## src/rtl/timer_pkg.sv

```systemverilog
// rtl/timer_pkg.sv - shared types and constants for the timer counter-control stage
package timer_pkg;

  localparam int DIV_MAX   = 8;
  localparam int INT_CNT_W = 8;
  localparam int DIV_VAL_W = 4;

  typedef enum logic [1:0] {
    ST_IDLE = 2'd0,
    ST_RUN  = 2'd1,
    ST_HALT = 2'd2
  } state_t;

endpackage

```

## src/rtl/cnt_prescaler.sv

```systemverilog
// rtl/cnt_prescaler.sv - prescaler count, limit compare, settings-change detect, div_err
//   clk, rst        : timer clock, synchronous active-high reset
//   run, freeze     : FSM qualifiers (state is RUN / state is HALT)
//   clr             : FSM is leaving RUN/HALT for IDLE on this edge
//   div_en, div_val : prescaler enable and exponent (ratio 2^div_val)
//   cnt_en          : increment strobe towards the 64-bit counter
//   div_err         : illegal prescaler setting (combinational)
//   int_cnt         : current prescaler count
module cnt_prescaler
  import timer_pkg::*;
#(
  parameter int INT_CNT_W = timer_pkg::INT_CNT_W,
  parameter int DIV_MAX   = timer_pkg::DIV_MAX
) (
  input  logic                 clk,
  input  logic                 rst,
  input  logic                 run,
  input  logic                 freeze,
  input  logic                 clr,
  input  logic                 div_en,
  input  logic [DIV_VAL_W-1:0] div_val,
  output logic                 cnt_en,
  output logic                 div_err,
  output logic [INT_CNT_W-1:0] int_cnt
);

  logic [DIV_VAL_W:0]   set_q;
  logic [INT_CNT_W-1:0] cnt_q;
  logic [INT_CNT_W-1:0] cnt_d;
  logic [INT_CNT_W-1:0] lim;
  logic [INT_CNT_W:0]   pow2;
  logic                 bypass;
  logic                 changed;

  always_comb begin
    div_err = div_en && (div_val > DIV_VAL_W'(DIV_MAX));
    bypass  = !div_en || (div_val == '0);
    // One extra bit so 2^DIV_MAX - 1 still fits after the subtract.
    pow2    = (INT_CNT_W+1)'(1) << div_val;
    lim     = INT_CNT_W'(pow2 - (INT_CNT_W+1)'(1));
    // Only a change seen while active restarts the division period.
    changed = (run || freeze) && ({div_en, div_val} != set_q);

    cnt_d = cnt_q;
    if (clr || changed || bypass || div_err) begin
      cnt_d = '0;
    end else if (run) begin
      cnt_d = (cnt_q == lim) ? '0 : cnt_q + INT_CNT_W'(1);
    end

    cnt_en = run && !div_err && (bypass || (cnt_q == lim));
  end

  always_ff @(posedge clk) begin
    if (rst) begin
      cnt_q <= '0;
      set_q <= '0;
    end else begin
      cnt_q <= cnt_d;
      set_q <= {div_en, div_val};
    end
  end

  assign int_cnt = cnt_q;

endmodule

```

## src/rtl/cnt_ctrl.sv

```systemverilog
// rtl/cnt_ctrl.sv - timer counter-control: enable/halt FSM, clear pulse, halt acknowledge
//   clk, rst        : timer clock, synchronous active-high reset
//   timer_en        : timer enable from control register
//   div_en, div_val : prescaler enable and exponent
//   dbg_mode        : debug mode active
//   halt_req        : debug halt request
//   cnt_en          : counter increment strobe
//   cnt_clr         : one-cycle counter clear after leaving RUN/HALT
//   halt_ack        : registered halt acknowledge
//   div_err         : illegal prescaler setting
//   int_cnt         : prescaler count readback
module cnt_ctrl
  import timer_pkg::*;
#(
  parameter int INT_CNT_W = timer_pkg::INT_CNT_W,
  parameter int DIV_MAX   = timer_pkg::DIV_MAX
) (
  input  logic                 clk,
  input  logic                 rst,
  input  logic                 timer_en,
  input  logic                 div_en,
  input  logic [DIV_VAL_W-1:0] div_val,
  input  logic                 dbg_mode,
  input  logic                 halt_req,
  output logic                 cnt_en,
  output logic                 cnt_clr,
  output logic                 halt_ack,
  output logic                 div_err,
  output logic [INT_CNT_W-1:0] int_cnt
);

  state_t state_q;
  state_t state_d;
  logic   to_idle;

  always_comb begin
    state_d = state_q;
    to_idle = (state_q != ST_IDLE) && !timer_en;
    case (state_q)
      ST_IDLE: if (timer_en) state_d = ST_RUN;
      ST_RUN: begin
        if (!timer_en)                state_d = ST_IDLE;
        else if (dbg_mode && halt_req) state_d = ST_HALT;
      end
      ST_HALT: begin
        if (!timer_en)                   state_d = ST_IDLE;
        else if (!halt_req || !dbg_mode) state_d = ST_RUN;
      end
      default: state_d = ST_IDLE;
    endcase
  end

  // halt_ack is loaded from the next state so it tracks state==HALT exactly.
  always_ff @(posedge clk) begin
    if (rst) begin
      state_q  <= ST_IDLE;
      cnt_clr  <= 1'b0;
      halt_ack <= 1'b0;
    end else begin
      state_q  <= state_d;
      cnt_clr  <= to_idle;
      halt_ack <= (state_d == ST_HALT);
    end
  end

  cnt_prescaler #(
    .INT_CNT_W (INT_CNT_W),
    .DIV_MAX   (DIV_MAX)
  ) u_prescaler (
    .clk     (clk),
    .rst     (rst),
    .run     (state_q == ST_RUN),
    .freeze  (state_q == ST_HALT),
    .clr     (to_idle),
    .div_en  (div_en),
    .div_val (div_val),
    .cnt_en  (cnt_en),
    .div_err (div_err),
    .int_cnt (int_cnt)
  );

endmodule

```

## config.mk

```make
export PLATFORM = sky130hd
export DESIGN_NAME = cnt_ctrl
export DESIGN_NICKNAME = d
export VERILOG_FILES = /design/src/rtl/timer_pkg.sv /design/src/rtl/cnt_prescaler.sv /design/src/rtl/cnt_ctrl.sv
export SDC_FILE = /design/constraint.sdc
export NUM_CORES = 1
export LEC_CHECK = 0
export CORE_ASPECT_RATIO = 0.8
export CORE_UTILIZATION = 45
export CTS_CLUSTER_SIZE = 12
export DETAILED_ROUTE_END_ITERATION = 16
export GPL_TIMING_DRIVEN = 0
export PLACE_DENSITY = 0.78
export SLEW_MARGIN = 20
export SYNTH_ARGS = -nofsm -noshare
export SYNTH_HDL_FRONTEND = slang
export SYNTH_HIERARCHICAL = 1
export SYNTH_SLANG_ARGS = --single-unit
```

## constraint.sdc

```tcl
create_clock -name clk -period 4 [get_ports clk]
set_clock_uncertainty 0.15 [all_clocks]
set_input_delay 0.6 -clock clk [delete_from_list [all_inputs] [get_ports clk]]
set_output_delay 0.6 -clock clk [all_outputs]
set_load 0.02 [all_outputs]
```

==> results.toml <==
[worst_hold_path]
min_path_type = "reg2reg"

[logic_synthesis]
synth_ff_type = "dfxtp_1"
yosys.area.top_type_share = 0.317
ys_warn_count = 6
synth_seq_area_share = 0.317
synth.avg_cell_area_um2 = 8.96
synthCells = 120
synth-async-reset-ratio = 0
synth_seq_cells = 17
synth_area_leaders = "dfxtp_1 (32%), xnor2_1 (6.5%), nor3_1 (4.2%)"
synth_edf_count = 0
synth_nets = 132
synth_top_area_cell = "dfxtp_1"
yosysUniqueCellTypes = 46
syn_area_um2 = 1070

[drt]
wire_per_inst_um = 15.2
drt_wl_total_um = 2650
drt_iter0_drc = 27
viasPerCell = 5.81
drc = 0
vias = 1011
dr.pass1.iters = 4
final_antenna_net_count = 0

[layout]
syn_to_final_growth_pct = 30.7
nets = 162
drive_gt1_frac = 0.174
n_antenna_cell = 0
layout_common_cells = "clkdlybuf4s50_1 (18), dfxtp_1 (17), nand2_1 (9)"
mostFrequentLayoutCell = "clkdlybuf4s50_1"
final_cells = 174
finish.instance_area_um2 = 1410
nFillCells = 187

[floorplan]
initial_core_util = 0.489
core_um2 = 2200
die_h_um = 45.7
dieWidth_um = 56.6
io_pins = 22
die_area_um2 = 2590
num_rows = 15

[global_route]
grt_antenna_before_repair = 0
grt_pass1_wl_um = 4440
grt_pass1_vias = 924
track_usage = 0.230
grt-ovfl-total = 0
grt_max_degree = 11

[clock_tree]
holdBufCountCts = 0
h-tree-depth = 1
clock-sinks = 17
cts_buffers = 3
clk_pin_slew_ns = 0.10
cts_buffer_depth = 2
root_buffer = "clkbuf_4"
tritoncts = "done"
clkLatencyLatePin_ns = 0.31

[sta]
fin_crit_sh = 0.977
slew_violations = 0
fin_worst_hold_slack_ns = 0.406
finalSetupViolations = 0
worst_pin_slew_ns = 0.344
hold_viol = 0
grt_setup_unrepaired = "no"
fmax_ghz = 0.256
fin_crit_ns = 3.91
maxSlewHeadroom = 0.767

[place]
dpl_cell_area_um2 = 1310
hpwl_um = 1830
place.gp.congestion = 0.789
port_buffers = 20
dp_cells = 165

[worst_setup_path]
startpoint_type = "input pin"
crit_fanout = 10
critical_path_class = "in2out"
worstSetupEndpointType = "primary output"
cp.required_ns = 3.25
arrival_ns = 3.16

[run_status]
outcome = "finished clean"

[power]
power_density_nw_per_um2 = 242
power.leakage_nw = 0.520
irDropWorstVdd_uv = 202

[run]
max_cap_viol_count = 0
==> per-stage QoR <==
stage          power [mW]  setup slack (ns)  TNS, ns  utilization
3_5_place_dp        0.242            -0.511   -0.511        0.595
6_report            0.340            0.0923        0        0.640
3_3_place_gp        0.240            -0.476   -0.476        0.595
5_1_grt             0.357            0.0105        0        0.640
2_1_floorplan       0.221             0.601        0            -
4_1_cts             0.342          0.000710        0        0.625
==> synth_stat cells (2+ instances only) <==
cell type,instances
nand3_1,3
xor2_1,5
xnor2_1,8
nor2_1,5
o21ai_0,5
clkbuf_8,2
nor3_1,9
nor4_1,2
buf_6,2
a21oi_1,6
dfxtp_1,17
ha_1,2
inv_1,2
nand2_1,9
and3_1,4
nand4_1,3
nand2b_1,3
nor2b_1,5
==> flip-flops by register name, indices dropped and copies added (netlist names) <==
signal               flops
u_prescaler/set_q        5
halt_ack                 1
cnt_clr                  1
state_q                  2
u_prescaler/int_cnt      8
==> worst paths after layout <==
check | from | to | slack, ns | depth (start not counted)
max | div_val[1] | cnt_en | 0.09 | 10
min | u_prescaler/int_cnt[7] | u_prescaler/int_cnt[7] | 0.41 | 2
max reg2reg | state_q[0] | u_prescaler/int_cnt[7] | 1.95 | 5
min reg2reg | u_prescaler/int_cnt[7] | u_prescaler/int_cnt[7] | 0.41 | 2
==> where the power goes <==
group          total [mW]  internal, mW  switching (mW)
Combinational      0.0690        0.0349          0.0341
Clock              0.0955        0.0390          0.0565
Sequential          0.176         0.173         0.00256
==> metal layers <==
layer,part of all wire,GRT usage,vias up
met1,0.46,0.304,478
met4,0.015,0.0878,0
met3,0.054,0.0568,5
met5,0,0,-
li1,-,-,494
met2,0.47,0.369,34
==> critical path: stages <==
cell             delay (ns)
clkdlybuf4s50_1        0.43
buf_6                  0.15
or4_4                  0.53
ha_4                   0.21
and2_1                 0.17
o2111a_1               0.27
a211oi_4               0.28
nor3_2                 0.10
o21ba_1                0.17
clkdlybuf4s15_2        0.24
==> cells by family after synthesis <==
group,synth area share
simple gates,0.338
compound gates,0.160
flops,0.317
xor+xnor,0.106
buf+inv,0.0570
fa+ha+maj,0.0233
==> area by class of cell <==
cell class / instances / area, µm² / share of cell area
plain buffers: 5 / 55.1 / 0.0392
clock buffers: 4 / 26.3 / 0.0187
inverters: 2 / 7.51 / 0.00534
multi-input cells: 96 / 703 / 0.500
flip-flops and latches: 17 / 340 / 0.242
well taps: 25 / 31.3 / 0.0223
repair buffers: 25 / 241 / 0.172
==> timing repair <==
item | CTS | global route
resized for setup | 6 | 4
pin swaps | 4 | 6
buffers inserted | 3 | 2
endpoints found under the setup margin | 1 | 1
Power figures use the tool's default switching activity.
